===== config.mk =====
export PLATFORM = sky130hd
export DESIGN_NAME = eth_tx_arbiter_flat
export DESIGN_NICKNAME = d
export VERILOG_FILES = /design/src/rtl/eth_tx_arbiter_if.sv /design/src/rtl/eth_tx_arbiter.sv /design/src/flat_wrapper.sv
export SDC_FILE = /design/constraint.sdc
export NUM_CORES = 1
export LEC_CHECK = 0
export BUFFER_PORTS_ARGS = -buffer_cell sky130_fd_sc_hd__buf_4
export CORE_ASPECT_RATIO = 1.4
export CORE_MARGIN = 4
export CORE_UTILIZATION = 25
export CTS_CLUSTER_SIZE = 14
export DETAILED_ROUTE_END_ITERATION = 6
export GPL_ROUTABILITY_DRIVEN = 1
export PLACE_DENSITY_LB_ADDON = 0.3
export SKIP_LAST_GASP = 1
export SYNTH_ARGS = -nofsm -noshare
export SYNTH_HDL_FRONTEND = slang
export SYNTH_SLANG_ARGS = --single-unit
export TNS_END_PERCENT = 10

===== constraint.sdc =====
create_clock -name aclk -period 3.5 [get_ports aclk]
set_input_delay 0.7 -clock aclk [delete_from_list [all_inputs] [get_ports aclk]]
set_output_delay 0.7 -clock aclk [all_outputs]
set_load 0.01 [all_outputs]

===== src/rtl/eth_tx_arbiter_if.sv =====
// Grant/handshake bundle between the TX arbiter and its clients, preamble
// generator and tx mux.
//   req            client frame requests, level, held until granted
//   tx_frame_done  end-of-FCS pulse from the tx mux
//   gnt / gnt_id   one-hot grant and its index
//   tx_start       one-cycle kick to the preamble/SFD generator
//   busy           a frame or its hold-off gap is in progress
//   timeout_err    one-cycle pulse when the watchdog releases the path
//   frame_cnt      completed-frame counter
// master: the arbiter side.  slave: the clients / tx path side.
interface eth_tx_arbiter_if #(
    parameter int unsigned NUM_REQ = 3
) ();
    localparam int unsigned ID_W = $clog2(NUM_REQ);

    logic [NUM_REQ-1:0] req;
    logic               tx_frame_done;
    logic [NUM_REQ-1:0] gnt;
    logic [ID_W-1:0]    gnt_id;
    logic               tx_start;
    logic               busy;
    logic               timeout_err;
    logic [15:0]        frame_cnt;

    modport master (
        input  req, tx_frame_done,
        output gnt, gnt_id, tx_start, busy, timeout_err, frame_cnt
    );

    modport slave (
        output req, tx_frame_done,
        input  gnt, gnt_id, tx_start, busy, timeout_err, frame_cnt
    );
endinterface


===== src/rtl/eth_tx_arbiter.sv =====
// Round-robin scheduler for the shared Ethernet TX frame path. Grants one of
// the ARP / ICMP / UDP frame builders per frame, pulses tx_start, holds the
// grant until the tx mux reports end of frame (or the watchdog expires) and
// then inserts HOLDOFF_CYCLES+1 idle cycles before the next arbitration.
//   aclk     clock
//   aresetn  synchronous active-low reset; aborts any frame in flight
//   bus      eth_tx_arbiter_if.master (req/tx_frame_done in, grant side out)
module eth_tx_arbiter #(
    parameter int unsigned NUM_REQ        = 3,
    parameter int unsigned TIMEOUT_CYCLES = 4096,
    parameter int unsigned HOLDOFF_CYCLES = 0
) (
    input  logic               aclk,
    input  logic               aresetn,
    eth_tx_arbiter_if.master   bus
);
    localparam int unsigned ID_W = $clog2(NUM_REQ);
    localparam int unsigned WD_W = $clog2(TIMEOUT_CYCLES + 1);
    localparam int unsigned HO_W = $clog2(HOLDOFF_CYCLES + 2);

    typedef enum logic [1:0] {
        ST_IDLE,
        ST_START,
        ST_ACTIVE,
        ST_HOLDOFF
    } state_t;

    state_t          state;
    logic [ID_W-1:0] last;
    logic [WD_W-1:0] wd;
    logic [HO_W-1:0] ho;

    logic [ID_W-1:0] pick_c;
    logic [ID_W-1:0] idx_c;
    logic            found_c;

    // Round-robin pick: first set request strictly after the last winner, wrapping.
    always_comb begin
        pick_c  = last;
        idx_c   = last;
        found_c = 1'b0;
        for (int unsigned i = 1; i <= NUM_REQ; i++) begin
            idx_c = ID_W'((32'(last) + i) % NUM_REQ);
            if (!found_c && bus.req[idx_c]) begin
                pick_c  = idx_c;
                found_c = 1'b1;
            end
        end
    end

    // Frame scheduling FSM with registered outputs.
    always_ff @(posedge aclk) begin
        if (!aresetn) begin
            state           <= ST_IDLE;
            last            <= ID_W'(NUM_REQ - 1);
            wd              <= '0;
            ho              <= '0;
            bus.gnt         <= '0;
            bus.gnt_id      <= '0;
            bus.tx_start    <= 1'b0;
            bus.busy        <= 1'b0;
            bus.timeout_err <= 1'b0;
            bus.frame_cnt   <= '0;
        end else begin
            bus.tx_start    <= 1'b0;
            bus.timeout_err <= 1'b0;
            case (state)
                ST_IDLE: begin
                    if (|bus.req) begin
                        bus.gnt      <= NUM_REQ'(1) << pick_c;
                        bus.gnt_id   <= pick_c;
                        last         <= pick_c;
                        bus.tx_start <= 1'b1;
                        bus.busy     <= 1'b1;
                        state        <= ST_START;
                    end
                end
                ST_START: begin
                    wd    <= '0;
                    state <= ST_ACTIVE;
                end
                ST_ACTIVE: begin
                    // Completion takes priority over a coincident watchdog expiry.
                    if (bus.tx_frame_done) begin
                        bus.gnt       <= '0;
                        bus.frame_cnt <= bus.frame_cnt + 16'd1;
                        ho            <= '0;
                        state         <= ST_HOLDOFF;
                    end else if (wd == WD_W'(TIMEOUT_CYCLES - 1)) begin
                        bus.gnt         <= '0;
                        bus.timeout_err <= 1'b1;
                        ho              <= '0;
                        state           <= ST_HOLDOFF;
                    end else begin
                        wd <= wd + WD_W'(1);
                    end
                end
                ST_HOLDOFF: begin
                    if (ho == HO_W'(HOLDOFF_CYCLES)) begin
                        bus.busy <= 1'b0;
                        state    <= ST_IDLE;
                    end else begin
                        ho <= ho + HO_W'(1);
                    end
                end
                default: begin
                    bus.gnt  <= '0;
                    bus.busy <= 1'b0;
                    state    <= ST_IDLE;
                end
            endcase
        end
    end
endmodule

===== src/flat_wrapper.sv =====
// flat-port wrapper written by rule: the top's interface ports become plain ports
module eth_tx_arbiter_flat 
#(
    parameter int unsigned NUM_REQ        = 3,
    parameter int unsigned TIMEOUT_CYCLES = 4096,
    parameter int unsigned HOLDOFF_CYCLES = 0
)
  (aclk, aresetn, bus_req, bus_tx_frame_done, bus_gnt, bus_gnt_id, bus_tx_start, bus_busy, bus_timeout_err, bus_frame_cnt);
  eth_tx_arbiter_if #(.NUM_REQ(NUM_REQ)) bus_i ();
  input  logic aclk;
  input  logic aresetn;
  input wire logic [$bits(bus_i.req)-1:0] bus_req;
  input wire logic [$bits(bus_i.tx_frame_done)-1:0] bus_tx_frame_done;
  output wire logic [$bits(bus_i.gnt)-1:0] bus_gnt;
  output wire logic [$bits(bus_i.gnt_id)-1:0] bus_gnt_id;
  output wire logic [$bits(bus_i.tx_start)-1:0] bus_tx_start;
  output wire logic [$bits(bus_i.busy)-1:0] bus_busy;
  output wire logic [$bits(bus_i.timeout_err)-1:0] bus_timeout_err;
  output wire logic [$bits(bus_i.frame_cnt)-1:0] bus_frame_cnt;
  assign bus_i.req = bus_req;
  assign bus_i.tx_frame_done = bus_tx_frame_done;
  assign bus_gnt = bus_i.gnt;
  assign bus_gnt_id = bus_i.gnt_id;
  assign bus_tx_start = bus_i.tx_start;
  assign bus_busy = bus_i.busy;
  assign bus_timeout_err = bus_i.timeout_err;
  assign bus_frame_cnt = bus_i.frame_cnt;
  eth_tx_arbiter #(.NUM_REQ(NUM_REQ), .TIMEOUT_CYCLES(TIMEOUT_CYCLES), .HOLDOFF_CYCLES(HOLDOFF_CYCLES)) u_core (.aclk(aclk), .aresetn(aresetn), .bus(bus_i));
endmodule

# == Yosys cells after proc, flatten, opt, wreduce, memory -nomap -nowiden ==
# Cells that the tools add are included.
# totals
reg_bits,42
latchBits,0
ram_bits,0
rom_bits,0
out_inout_bits,24
word_cells,85
mem_count,0
# classes
add_sub_neg,6
multipliers,0
div_mod_pow,3
n_lt_le_gt_ge,3
eq_ne,9
shifts,1
mux,32
bitwise_logic,2
n_reduce_logical,19
# op_table
operator,count
$mod 32x2->32 const B,3
$mux 13,2
$pmux 13 s2,1
$add 16x1->16 const B,1
$mux 2,7
$add 13x1->13 const B,1
$eq 13x12->1 const B,1
$mux 1,12
$reduce_and 3->1,4
$lt 2x3->1 const B,3
$mux 3,3
$pmux 2 s4,1
$reduce_and 2->1,4
$reduce_bool 2->1,4
$add 2x2->3 const B,2
$bmux 1 s2,3
$ne 2x2->1 const B,3
$pmux 3 s2,1
$reduce_or 3->1,2
$eq 2x2->1 const B,2
$pmux 1 s2,2
$add 2x1->3 const B,1
$ne 3x2->1 const B,1
$shl 1x2->3 const A,1
other kinds (7),10

# == Logic depth before layout (Yosys ltp) ==
# Gate-level depths: netlist of the first run.
# logic_depth
word_depth,14
mapped_depth,8

# == Worst setup path before layout of the first run ==
# No wires, ideal clock.
# synth_path
kind,input-to-reg
start,input bus_req[2]
end,register u_core.bus.gnt[0]
t_arrival_ns,1.809
required_ns,3.383
slack_ns,1.573
stages,6
n_path_buf,1
path_cell_list,buf_2 > a22oi_2 > nand3_1 > a221o_1 > and2_4 > a32o_1
# synth_between
elab_chain_len,12
# synth_lines
item,line_no,rtl
from (decl),flat_wrapper.sv:12,input wire logic [$bits(bus_i.req)-1:0] bus_req;
$bmux 1 s2,eth_tx_arbiter.sv:44,if (!found_c && bus.req[idx_c]) begin
$mux 1 (implied by the code),eth_tx_arbiter.sv:44,
$mux 1,eth_tx_arbiter.sv:44,
$logic_not 1->1,eth_tx_arbiter.sv:44,
$logic_and 1x1->1,eth_tx_arbiter.sv:44,
$mux 1,eth_tx_arbiter.sv:44,
$logic_not 1->1,eth_tx_arbiter.sv:44,
$logic_and 1x1->1,eth_tx_arbiter.sv:44,
$mux 2,eth_tx_arbiter.sv:44,
$shl 1x2->3,eth_tx_arbiter.sv:70,bus.gnt <= NUM_REQ'(1) << pick_c;
$mux 3,eth_tx_arbiter.sv:69,if (|bus.req) begin
$pmux 3 s2,eth_tx_arbiter.sv:67,case (state)
to (signal assigned),eth_tx_arbiter.sv:70,
to (decl),eth_tx_arbiter_if.sv:27,"output gnt, gnt_id, tx_start, busy, timeout_err, frame_cnt"
# Several ways; a longest one is shown, not always the timed one. The select of a mux whose other input is x is not followed.
# A chain may end at the register's enable or synchronous reset.

# == Final worst setup path of the first run ==
# layout_path
start,register u_core.last[0]
end,register u_core.last[0]
# layout_between
elab_chain_len,11
# layout_lines
item,line_no,rtl
from (decl),eth_tx_arbiter.sv:29,logic [ID_W-1:0] last;
from (signal assigned),eth_tx_arbiter.sv:55,last <= ID_W'(NUM_REQ - 1);
from (signal assigned),eth_tx_arbiter.sv:72,last <= pick_c;
$add 2x1->3,eth_tx_arbiter.sv:43,idx_c = ID_W'((32'(last) + i) % NUM_REQ);
$mod 32x2->32,eth_tx_arbiter.sv:43,
$bmux 1 s2,eth_tx_arbiter.sv:44,
$mux 1 (implied by the code),eth_tx_arbiter.sv:44,
$mux 1,eth_tx_arbiter.sv:44,
$logic_not 1->1,eth_tx_arbiter.sv:44,
$logic_and 1x1->1,eth_tx_arbiter.sv:44,
$mux 1,eth_tx_arbiter.sv:44,
$logic_not 1->1,eth_tx_arbiter.sv:44,
$logic_and 1x1->1,eth_tx_arbiter.sv:44,
$mux 2 *,eth_tx_arbiter.sv:44,
# Mark *: on every way between the ends. The rest lies on a longest branch, timed or not. The select of a mux whose other input is x is not followed.

==> run summary, run 1 <==
Tot Pwr - 0.00159 W
GR met1 Demand/Resource - 10.4%
Post-CTS Setup Bufs - 0
Post-route clock period utilization - 59.6%
TritonCTS clock tree - built
Final Non-Filler Cells - 379
Met2 usage - 17.9%
Top-count cell post-synth - dfxtp_1
Status - finished clean
Cell family with most CP delay - simple AND/OR/NAND/NOR gates
VDD IR max - 0.000316 V
DRC viols - 0
CTS resizes - 0
FMAX - 479 MHz
Tmin final - 2.09 ns
Fin nets - 291
Starting DRT DRC Count - 61
RSZ-0062 raised after global routing - no
Final Util - 31.2%
Seq cells post-synth - 40
Critical-path maximum fanout - 9
Worst hold margin - 0.473 ns
Syn_area_per_cell - 8.58 um2
Die ar. - 0.0101 mm2
Clk buf depth - 2
Die X - 86.1 um
Vias per Instance - 4.65
Total grt overflow - 0
Placed Instances - 371
# IOs - 30
Pwr/cell area - 619 mW/mm2
Filler Cell Count - 867
Post-synthesis cell area - 0.00214 mm2
Setup violations, final - 0
Synth cell types - 53
Required time worst endpoint - 3.65 ns
Worst-path cell chain - inv_1, ha_1, or3b_2, nand4b_1, o211ai_1, o32ai_2, o22ai_1
Core footprint - 0.00825 mm2
Overall routing resource usage - 9.69%
Initial antenna violation count - 0
Fin Setup TNS - 0 ns
DR vias - 1761
Final Skew - 0.00438 ns
Largest area contributor in the netlist - dfxtp_1
Detail Route Antenna Nets - 0
Rel. slew slack - 54.7%
Initial core utilization - 25.9%
M3 GR Usage - 2.66%
EDFF count, synth - 0
Startpoint types - register
Largest net degree at the start of global routing - 22
Final Max Tran Viols - 0
Wire per inst - 12.4 um
Post-CTS Hold Fix Bufs - 0
Asr flop ratio synth - 0%
Final hold violations - 0
Num Clock Sinks - 40
YS warnings - 0
Gpl congestion - 0.762
Vias in the first global route - 1736
N_diodes - 0
Synth Flop Type - dfxtp_1
Synth Instances - 249
Layout cells sized above 1 - 18.1%
Port Buffers - 29
Drt pass-1 iters - 4
First-pass GRT wire length - 8.04 mm
Data arrival time of the critical path - 2.24 ns
GR peak layer - met2
WL final - 4.69 mm
Pleak - 0.968 nW
Worst-skew pair later-pin latency - 0.28 ns
Worst path max stage delay - 0.48 ns
Most frequent cells after synthesis - dfxtp_1 (40), nor2_1 (32), nand2_1 (24), xnor2_1 (18)
DP HPWL - 3.50 mm
Area share of the largest cell type after synthesis - 37.5%
CP Buf/Inv Count - 1
Share of the yosys chip area belonging to registers - 37.5%
CTS root buf - clkbuf_16
Die Ht - 117 um
Syn_nets - 264
Synth-to-layout area growth - 20.6%
CP max stage cell - or3b_2
CP Capture Type - register
Max-cap viol count - 0
H-tree Lvls - 2
Worst hold path type - register to register
CP Class - register to register
Total CTS buffers - 5
Slew @ Worst Pin - 0.679 ns
Most area-consuming cells after synthesis - dfxtp_1 (37%), xnor2_1 (7.4%), nor2_1 (5.6%)
Reg clk slew, reported paths - 0.06 ns
Count of standard-cell rows - 39
==> metrics by stage <==
step,area (um2),setup WS (ns)
2_1_floorplan,2140,1.57
3_3_place_gp,2430,1.46
3_5_place_dp,2430,1.42
4_1_cts,2570,1.40
5_1_grt,2570,1.30
6_report,2570,1.41
==> placed cells by master, fill, tap and decap left out, types with 3 or more instances in the layout <==
master	synthesis	layout
inv_1	12	12
nand3_1	7	7
xor2_1	3	3
and4_1	3	3
nor2_1	32	32
or3_1	5	5
a21oi_1	10	10
xnor2_1	18	18
clkbuf_16	0	5
nor4_1	5	5
buf_4	1	29
ha_1	9	9
nor3_1	12	12
nand2_1	24	24
o21ai_0	4	4
nand4_1	8	8
nand2b_1	6	6
nor2b_1	3	3
dfxtp_1	40	40
==> cells by family after synthesis <==
| family | share of synthesized area [%] |
|---|---|
| compound gates | 11.6 |
| xor+xnor | 8.61 |
| fa+ha+maj | 5.27 |
| buf+inv | 4.45 |
| flops | 37.5 |
| mux | 1.46 |
| simple gates | 31.1 |
==> worst reg2reg max path: cells and delay by family, from the launching register on <==
kind	cells	cell delay, ns
adders and majority gates	1	0.39
and+or+nand+nor	2	0.58
AOI/OAI and AO/OA	3	0.51
DFF	1	0.42
buffers and inverters	1	0.07
==> path summary, 6_finish.rpt <==
check	from	slack (ns)	depth (start not counted)	to
max	u_core.last[0]$_SDFFE_PN0P_	1.41	7	u_core.last[0]$_SDFFE_PN0P_
min	u_core.bus.frame_cnt[15]$_SDFFE_PN0P_	0.47	2	u_core.bus.frame_cnt[15]$_SDFFE_PN0P_
max reg2reg	u_core.last[0]$_SDFFE_PN0P_	1.41	7	u_core.last[0]$_SDFFE_PN0P_
min reg2reg	u_core.bus.frame_cnt[15]$_SDFFE_PN0P_	0.47	2	u_core.bus.frame_cnt[15]$_SDFFE_PN0P_
==> layout make-up <==
| type | count | area [um2] | area share (%) |
|---|---|---|---|
| tap | 102 | 128 | 4.96 |
| timing repair buffer | 29 | 218 | 8.45 |
| multi-input combinational | 188 | 1240 | 48.2 |
| clock inverter | 3 | 18.8 | 0.729 |
| sequential | 40 | 801 | 31.1 |
| inverter | 12 | 45.0 | 1.75 |
| clock buffer | 5 | 125 | 4.86 |
==> flip-flops by register name, summed over array words and instances, names as in the netlist <==
name,cells
u_core.last,2
u_core.bus.tx_start,1
u_core.bus.gnt,3
u_core.wd,13
u_core.state,2
u_core.bus.busy,1
u_core.bus.timeout_err,1
u_core.bus.frame_cnt,16
u_core.bus.gnt_id,1
==> power by group <==
group	internal [W]	total [W]	switching, W
logic	0.000267	0.000589	0.000322
clock network	0.000263	0.000446	0.000183
registers	0.000512	0.000560	0.0000474
total	0.00104	0.00159	0.000552
==> metal layers <==
| metal | up-vias | part of all wire (%) |
|---|---|---|
| met4 | 0 | 1.2 |
| met1 | 817 | 41 |
| li1 | 925 | - |
| met5 | - | 0 |
| met2 | 14 | 54 |
| met3 | 5 | 3.3 |
No activity file was read; power rests on OpenSTA's default activity.
==> inputs of run 2 (changes only) <==
==> constraint.sdc (replaced) <==
create_clock -name aclk -period 2.1 [get_ports aclk]
set_input_delay 0.42 -clock aclk [delete_from_list [all_inputs] [get_ports aclk]]
set_output_delay 0.42 -clock aclk [all_outputs]
set_load 0.01 [all_outputs]
==> run 2 against run 1 <==
  * Sequential power grew 67%
  * Register-to-register slack lost 1.3 ns
  * Non-clock buffer count is 4 higher
  * Largest cell class unchanged
  * Total power is 80% higher
  * Global-route usage grew 0.36 points
  * Sequential cell count stayed put
  * First-iteration DRC count fell by 33%
  * Sequential share of layout area shrank 0.95 points
  * Largest power group unchanged
==> run summary, run 2 (same netlist as run 1, synthesis figures left out) <==
Status - finished clean
Detail Route Antenna Nets - 0
Tmin final - 1.99 ns
DR vias - 1820
Count of standard-cell rows - 39
Reg clk slew, reported paths - 0.06 ns
Data arrival time of the critical path - 2.16 ns
Total CTS buffers - 5
Drt pass-1 iters - 4
RSZ-0062 raised after global routing - yes
Most frequent cells in the layout - dfxtp_1 (40), buf_4 (33), nor2_1 (32)
Starting DRT DRC Count - 41
Initial core utilization - 25.9%
Final Max Tran Viols - 0
Largest Register - u_core.bus.frame_cnt
Die Ht - 117 um
DP HPWL - 3.64 mm
CTS resizes - 0
N_diodes - 0
Startpoint types - register
Worst hold margin - 0.392 ns
Core footprint - 0.00825 mm2
Wire per inst - 12.4 um
Max FFs per register - 16
Layout cells sized above 1 - 20.3%
Post-route clock period utilization - 94.5%
Overall routing resource usage - 10.0%
Clk buf depth - 2
Post-CTS Hold Fix Bufs - 0
H-tree Lvls - 2
CP Class - register to register
Total grt overflow - 0
FMAX - 504 MHz
CP Capture Type - register
Rel. slew slack - 66.9%
Post-CTS Setup Bufs - 0
# IOs - 30
Gpl congestion - 0.805
Pleak - 1.00 nW
Vias in the first global route - 1818
Vias per Instance - 4.75
Required time worst endpoint - 2.27 ns
Worst hold path type - primary input to register
CTS root buf - clkbuf_16
TritonCTS clock tree - built
Post-route design area - 0.00266 mm2
VDD IR max - 0.000723 V
Synth-to-layout area growth - 24.4%
Pwr/cell area - 1080 mW/mm2
Top Registers - u_core.bus.frame_cnt x16, u_core.wd x13, u_core.bus.gnt x3
Slew @ Worst Pin - 0.494 ns
WL final - 4.73 mm
Fin Setup TNS - 0 ns
Max-cap viol count - 0
Initial antenna violation count - 0
Most common cell after layout, fill and taps aside - dfxtp_1
Largest net degree at the start of global routing - 15
Setup violations, final - 0
Final Non-Filler Cells - 383
Tot Pwr - 0.00287 W
Num Clock Sinks - 40
DRC viols - 0
Die ar. - 0.0101 mm2
Die X - 86.1 um
First-pass GRT wire length - 8.20 mm
Port Buffers - 29
Placed cell areas - 0.00246 mm2
Worst-skew pair later-pin latency - 0.28 ns
Critical-path maximum fanout - 10
Placed Instances - 375
Final Skew - 0.00513 ns
Fin nets - 295
Final hold violations - 0
-- run 2: where the power goes --
| group | internal, W | switching (W) | total, W |
|---|---|---|---|
| clock network | 0.000564 | 0.000310 | 0.000874 |
| registers | 0.000854 | 0.0000828 | 0.000937 |
| logic | 0.000508 | 0.000553 | 0.00106 |
-- run 2: final cells by class --
cell class,count,area (um2)
clock inverter,3,47.5
timing repair buffer,33,248
multi-input combinational,188,1260
tap,102,128
inverter,12,45.0
sequential,40,801
fill,882,5590
clock buffer,5,125
-- run 2: worst paths after layout --
| kind | start | endpoint | slack, ns | cells past startpoint |
|---|---|---|---|---|
| min | aresetn | u_core.last[1]$_SDFFE_PN1P_ | 0.39 | 2 |
| max | u_core.last[1]$_SDFFE_PN1P_ | u_core.bus.gnt[0]$_SDFFE_PN0P_ | 0.11 | 7 |
| max reg2reg | u_core.last[1]$_SDFFE_PN1P_ | u_core.bus.gnt[0]$_SDFFE_PN0P_ | 0.11 | 7 |
| min reg2reg | u_core.bus.gnt[1]$_SDFFE_PN0P_ | u_core.bus.gnt[1]$_SDFFE_PN0P_ | 0.48 | 1 |
-- run 2: routing by layer --
metal	track usage, %	vias up	routed length, um
li1	-	933	-
met1	10.0	863	1890
met2	19.0	16	2590
met3	2.59	8	155
met4	4.16	0	93
met5	0	-	0
-- run 2: worst max-delay path, stage by stage (launching register included) --
cell     delay, ns
dfxtp_1       0.43
inv_1         0.07
ha_2          0.25
a22oi_2       0.21
nand3_1       0.11
a221o_1       0.38
and2_4        0.17
a32o_1        0.25
-- run 2: metrics by stage --
stage | util, % | worst slack, ns
CTS | 31.9 | 0.0530
global route | 32.2 | -0.0290
global placement | 29.8 | 0.115
finish | 32.2 | 0.115
detailed placement | 29.8 | 0.0705
floorplan | - | 0.188
